**config.mk**
```make
export PLATFORM = sky130hd
export DESIGN_NAME = alu_arbiter
export DESIGN_NICKNAME = d
export VERILOG_FILES = /design/src/rtl/alu_arbiter.sv
export SDC_FILE = /design/constraint.sdc
export NUM_CORES = 1
export LEC_CHECK = 0
export BUFFER_PORTS_ARGS = -buffer_cell sky130_fd_sc_hd__buf_2
export CAP_MARGIN = 10
export CORE_MARGIN = 5
export CORE_UTILIZATION = 45
export CTS_CLUSTER_SIZE = 8
export DETAILED_ROUTE_END_ITERATION = 10
export PLACE_DENSITY = 0.8
export SLEW_MARGIN = 25
export SYNTH_ARGS = -nofsm -noshare
export SYNTH_HDL_FRONTEND = slang
export SYNTH_SLANG_ARGS = --single-unit
```
**constraint.sdc**
```tcl
create_clock -name clk -period 2.06 [get_ports clk]
set_clock_uncertainty 0.1 [all_clocks]
set_input_delay 0.206 -clock clk [delete_from_list [all_inputs] [get_ports clk]]
set_output_delay 0.206 -clock clk [all_outputs]
set_load 0.1 [all_outputs]
```
**src/rtl/alu_arbiter.sv**
```systemverilog
// Two-requester front end for one shared multi-cycle ALU: grant, issue, wait ALU_LAT, return result.
// Optional macro ALU_ARB_FIXED_PRIO_EN selects fixed priority (req0 wins) instead of round-robin.
module alu_arbiter #(
    parameter int DATA_WIDTH = 8,
    parameter int ALU_LAT    = 2
) (
    input  logic                    clk,
    input  logic                    reset,
    input  logic                    req0_valid,
    output logic                    req0_ready,
    input  logic [DATA_WIDTH-1:0]   req0_a,
    input  logic [DATA_WIDTH-1:0]   req0_b,
    input  logic [2:0]              req0_oper,
    input  logic                    req1_valid,
    output logic                    req1_ready,
    input  logic [DATA_WIDTH-1:0]   req1_a,
    input  logic [DATA_WIDTH-1:0]   req1_b,
    input  logic [2:0]              req1_oper,
    output logic                    rsp0_valid,
    output logic [2*DATA_WIDTH-1:0] rsp0_res,
    output logic                    rsp1_valid,
    output logic [2*DATA_WIDTH-1:0] rsp1_res,
    output logic [DATA_WIDTH-1:0]   alu_a,
    output logic [DATA_WIDTH-1:0]   alu_b,
    output logic [2:0]              alu_oper,
    output logic                    alu_execute,
    input  logic [2*DATA_WIDTH-1:0] alu_res,
    output logic                    busy
);

    typedef enum logic [1:0] {IDLE, ISSUE, WAIT, RESP} state_t;

    localparam logic [3:0] CNT_LOAD = 4'(ALU_LAT - 1);

    state_t                  state_q, state_d;
    logic                    owner_q, owner_d;
    logic [3:0]              cnt_q, cnt_d;
    logic [DATA_WIDTH-1:0]   a_q, a_d, b_q, b_d;
    logic [2:0]              oper_q, oper_d;
    logic [2*DATA_WIDTH-1:0] res_q, res_d;
    logic                    accept;
    logic                    gnt_idx;
    logic                    rsp_fire;

`ifdef ALU_ARB_FIXED_PRIO_EN
    always_comb begin
        gnt_idx = !req0_valid;
    end
`else
    logic last_grant_q, last_grant_d;

    // Only a genuine tie consults history; a lone requester always wins.
    always_comb begin
        gnt_idx      = (req0_valid && req1_valid) ? !last_grant_q : !req0_valid;
        last_grant_d = rsp_fire ? owner_q : last_grant_q;
    end

    always_ff @(posedge clk or posedge reset) begin
        if (reset) last_grant_q <= 1'b1;
        else       last_grant_q <= last_grant_d;
    end
`endif

    // Gating with reset keeps ready low while reset is held and valids are up.
    assign accept = (state_q == IDLE) && (req0_valid || req1_valid) && !reset;

    always_comb begin
        state_d     = state_q;
        owner_d     = owner_q;
        cnt_d       = cnt_q;
        a_d         = a_q;
        b_d         = b_q;
        oper_d      = oper_q;
        res_d       = res_q;
        alu_execute = 1'b0;
        rsp_fire    = 1'b0;
        case (state_q)
            IDLE: begin
                if (accept) begin
                    owner_d = gnt_idx;
                    a_d     = gnt_idx ? req1_a    : req0_a;
                    b_d     = gnt_idx ? req1_b    : req0_b;
                    oper_d  = gnt_idx ? req1_oper : req0_oper;
                    state_d = ISSUE;
                end
            end
            ISSUE: begin
                alu_execute = 1'b1;
                cnt_d       = CNT_LOAD;
                state_d     = WAIT;
            end
            WAIT: begin
                if (cnt_q == 4'd0) begin
                    res_d   = alu_res;
                    state_d = RESP;
                end else begin
                    cnt_d = cnt_q - 4'd1;
                end
            end
            RESP: begin
                rsp_fire = 1'b1;
                state_d  = IDLE;
            end
            default: state_d = IDLE;
        endcase
    end

    always_ff @(posedge clk or posedge reset) begin
        if (reset) begin
            state_q <= IDLE;
            owner_q <= 1'b0;
            cnt_q   <= 4'd0;
            a_q     <= '0;
            b_q     <= '0;
            oper_q  <= '0;
            res_q   <= '0;
        end else begin
            state_q <= state_d;
            owner_q <= owner_d;
            cnt_q   <= cnt_d;
            a_q     <= a_d;
            b_q     <= b_d;
            oper_q  <= oper_d;
            res_q   <= res_d;
        end
    end

    assign req0_ready = accept && !gnt_idx;
    assign req1_ready = accept && gnt_idx;
    assign rsp0_valid = rsp_fire && !owner_q;
    assign rsp1_valid = rsp_fire && owner_q;
    assign rsp0_res   = rsp0_valid ? res_q : '0;
    assign rsp1_res   = rsp1_valid ? res_q : '0;
    assign alu_a      = a_q;
    assign alu_b      = b_q;
    assign alu_oper   = oper_q;
    assign busy       = (state_q != IDLE);

endmodule

```
# Word level (Yosys, flattened, before mapping)
# Index checks and enable logic that the tools add are counted.
dict set report word_totals {
  reg_bits 43
  output_inout_bits 57
  word_cells 49
}
dict set report classes {
  n_addsub 1
  eq_ne 6
  mux 13
  n_reduce_logical 21
}
# cell count
set ops {}
lappend ops {{$mux 16} 2}
lappend ops {{$mux 8} 2}
lappend ops {{$pmux 2 s4} 1}
lappend ops {{$pmux 4 s2} 1}
lappend ops {{$reduce_and 2->1} 4}
lappend ops {{$logic_and 1x1->1} 7}
lappend ops {{$ne 2x2->1 const B} 3}
lappend ops {{$logic_not 1->1} 5}
lappend ops {{$eq 2x2->1 const B} 2}
lappend ops {{$logic_not 4->1} 1}
lappend ops {{$mux 2} 2}
lappend ops {{$mux 4} 1}
lappend ops {{$reduce_bool 2->1} 2}
lappend ops {{$sub 4x1->4 const B} 1}
lappend ops {{$mux 1} 3}
lappend ops {{$mux 3} 1}
lappend ops {{$eq 2x1->1 const B} 1}
lappend ops {{$logic_not 2->1} 1}
lappend ops {{$logic_or 1x1->1} 1}

# Depth between registers and ports, before layout
dict set report depth {
  word_depth 5
  depth_mapped 7
  ltp_nobuf 6
}

# Least setup slack after synthesis
# OpenSTA, ideal clock, no wires.
dict set report synth_path {
  path_type {register -> output}
  start {register state_q[0]}
  end {output port rsp0_res[10]}
  arrival_time_ps 2363
  slack_ps -609
  stages_incl_launch_ff 6
  path_buffers 2
  path_cell_list {dfrtp_1 ha_1 clkbuf_1 nor2b_1 buf_2 and2_1}
}
dict set report synth_between {
  elab_chain_len 4
}
# element line
set synth_rtl {}
lappend synth_rtl {{start: declaration} 35} ;# state_t state_q, state_d;
lappend synth_rtl {{start signal: assignment} 118} ;# state_q <= state_d;
lappend synth_rtl {{$eq 2x2->1} 77} ;# case (state_q)
lappend synth_rtl {{$mux 1} 77}
lappend synth_rtl {{$logic_and 1x1->1} 130} ;# assign rsp0_valid = rsp_fire && !owner_q;
lappend synth_rtl {{net rsp0_valid} 19} ;# output logic rsp0_valid,
lappend synth_rtl {{$mux 16} 132} ;# assign rsp0_res = rsp0_valid ? res_q : '0;
lappend synth_rtl {{end: declaration} 20} ;# output logic [2*DATA_WIDTH-1:0] rsp0_res,
# The timed path passes the listed nets, and every way through them passes these cells.

# Final worst setup path
dict set report layout_path {
  start {register state_q[0]}
  end {output port req1_ready}
}
dict set report layout_between {
  elab_chain_len 4
}
# element line
set layout_rtl {}
lappend layout_rtl {{$logic_not 2->1} 65} ;# assign accept = (state_q == IDLE) && (req0_valid || req1_valid) && !reset;
lappend layout_rtl {{$logic_and 1x1->1 (2 in a row)} 65}
lappend layout_rtl {{$logic_and 1x1->1} 129} ;# assign req1_ready = accept && gnt_idx;
lappend layout_rtl {{end: declaration} 15} ;# output logic req1_ready,
# Every way passes these cells.

==> results.yml <==
worst_setup_path:
  critPathLaunchType: "register"
  slowest_delay_ns: 0.40
  cp_slowest_cell: "dfrtp_1"
  crit_top_cell: "buf_12"
  crit_chain: "buf_6, inv_6, ha_4, nor2b_4, nand2_1, a21oi_2, buf_12, buf_12"
  crit_path_end_kind: "output pin"
  crit_type: "register to output pin"
  required_ns: 1.75
  cp_max_fo: 4
  arrival_ns: 1.80
global_routing:
  grt_overflow_total: 0
  grt_max_degree: 32
  grt_pass1_vias: 2015
  grt_usage: 0.223
  antenna_found_initial: 1
  grt_pass1_wl_um: 10700
cts:
  clock_path_buffers: 2
  numCtsBuffers: 5
  h-tree-depth: 2
  root_buffer: "clkbuf_8"
  clk_pin_slew_ns: 0.09
  clock_latency_ns: 0.30
  cts_tree: "done"
  clock-sinks: 43
final_layout:
  layout-drive-gt1-share: 0.550
  fin_nets: 383
  utilization: 0.793
  seqCellArea_um2: 1080
  multi_input_comb_area_um2: 1050
  design_area_um2: 3720
  fillerInstances: 249
  syn_to_final_growth_pct: 73.3
timing:
  drv_slew: 0
  period_share: 1.02
  rsz0062_at_grt: "yes"
  holdWs_ns: 0.00418
  maxSlewHeadroom: 0.578
  period_needed_ns: 2.11
  setup_viol: 2
  worstMarginPinSlew_ns: 0.633
  timing.final.ws_setup_ns: -0.0473
  fmax_ghz: 0.475
  hold_violations: 0
logic_synthesis:
  synth_most_common_cell: "dfrtp_1"
  yosys.area.top_type: "dfrtp_1"
  syn_inst: 185
  ys_seq_area_frac: 0.502
  synth_area_um2: 2150
  synth_top_area_share: 0.490
  synth-edff-count: 0
  post_synth.cell_area_avg_um2: 11.6
  yosys-top-cells-area: "dfrtp_1 49%, a22o_1 7.8%, a21o_1 7.0%, mux2_1 5.2%, and2_1 5.0%"
  yosysUniqueCellTypes: 28
  ys.flop_type: "dfrtp_1"
  syn_nets: 249
  synthArstFlopShare: 1.00
  ys_top_cells_by_count: "42 x dfrtp_1, 20 x a21o_1, 19 x a22o_1"
  yosys_warnings: 0
  ys_ff_latch: 43
outcome:
  violations: "negative setup slack"
  outcome: "complete, but fails checks"
route:
  first_iter_violations: 208
  route.detailed.drc: 0
  vias_per_cell: 5.50
  ant_nets: 0
  dr.pass1.iters: 4
  wirelength_um: 7340
  num_vias: 2064
  wl_per_cell_um: 19.6
placement:
  port_buffers: 114
  pre_cts_ws_ns: -0.0297
  postPlaceCellArea_um2: 3400
  dpl.hpwl_um: 4740
  gp_congestion: 0.802
floorplanning:
  core_um2: 4690
  initial_utilization: 0.458
  placementRows: 25
  dieHeight_um: 79.1
  pin_count: 115
  fp.dieW_um: 79.1
  dieArea_um2: 6250
min_path:
  worstHoldPathType: "input pin to register"
run:
  max-cap-violations: 0
[metal layers]
metal	vias to the layer above	share of wire	global-route usage
met5	-	0	0
met4	0	0.032	0.0790
met3	18	0.055	0.0397
met2	101	0.54	0.400
met1	1017	0.37	0.268
li1	928	-	-
[critical path: cells and delay by family, from the launching register on]
kind | cells | cell delay (ns)
AO/OA/AOI/OAI | 1 | 0.19
adder cells (fa/ha/maj) | 1 | 0.15
buffers and inverters | 4 | 0.50
flip-flops | 1 | 0.40
AND/OR/NAND/NOR | 2 | 0.26
[stage by stage]
step	TNS [ns]	std cells
finish	-0.0777	375
global route	-0.225	375
CTS	0	371
detailed placement	-0.0376	353
global placement	-1.49	353
floorplan	-0.298	185
[cell families after synthesis]
group,Yosys count,synth area share
multiplexers,19,0.0997
buffers and inverters,18,0.0390
flip-flops,43,0.502
AND/OR/NAND/NOR,49,0.145
adder cells (fa/ha/maj),6,0.0350
AO/OA/AOI/OAI,50,0.179
[layout by cell type, fill, tap and decap left out, types with 3 or more instances in the layout]
| cell | netlist | layout |
|---|---|---|
| a21o_1 | 20 | 20 |
| a22o_1 | 19 | 19 |
| and2_2 | 0 | 7 |
| and2_4 | 0 | 9 |
| and3_1 | 17 | 16 |
| buf_12 | 0 | 38 |
| buf_2 | 7 | 78 |
| buf_4 | 0 | 12 |
| clkbuf_8 | 0 | 5 |
| dfrtp_1 | 42 | 42 |
| dlygate4sd3_1 | 0 | 8 |
| ha_1 | 6 | 5 |
| inv_1 | 6 | 3 |
| mux2_1 | 10 | 10 |
| mux2_2 | 9 | 9 |
| nand2_1 | 4 | 4 |
| o21ai_0 | 5 | 5 |
[state kept, by name, summed over array words and instances, names as in the netlist]
name,count
owner_q,1
last_grant_q,1
alu_oper,3
alu_a,8
state_q,2
alu_b,8
cnt_q,4
res_q,16
[worst paths after layout]
path	start	end	slack (ns)	cells after the start
min in group asynchronous	reset	owner_q	0.49	3
worst max-delay path	state_q[0]	req1_ready	-0.05	8
worst min register to register	res_q[0]	res_q[0]	0.41	1
worst min-delay path	req1_b[3]	alu_b[3]	0.004	2
worst max register to register	state_q[0]	res_q[8]	0.11	6
max in group asynchronous	reset	alu_a[1]	0.75	4
[area by class of cell]
cell class | count | area share
timing repair buffer | 139 | 0.370
sequential | 43 | 0.290
multi-input combinational | 124 | 0.283
clock buffer | 5 | 0.0185
tap | 54 | 0.0182
clock inverter | 3 | 0.0118
inverter | 6 | 0.00807
antenna | 1 | 0.000673
[repair_timing]
item | 4_1_cts | 5_1_grt
buffers inserted | 2 | 2
gates resized for setup | 14 | 3
setup endpoints to repair | 19 | 2
hold buffers | 7 | 1
pin swaps | 1 | 2
hold endpoints to repair | 35 | 1
cloned | 1 | 0
Power is left out: the tool's default activity adds up to more than one toggle a clock period on the data nets, which glitch-free logic cannot reach.
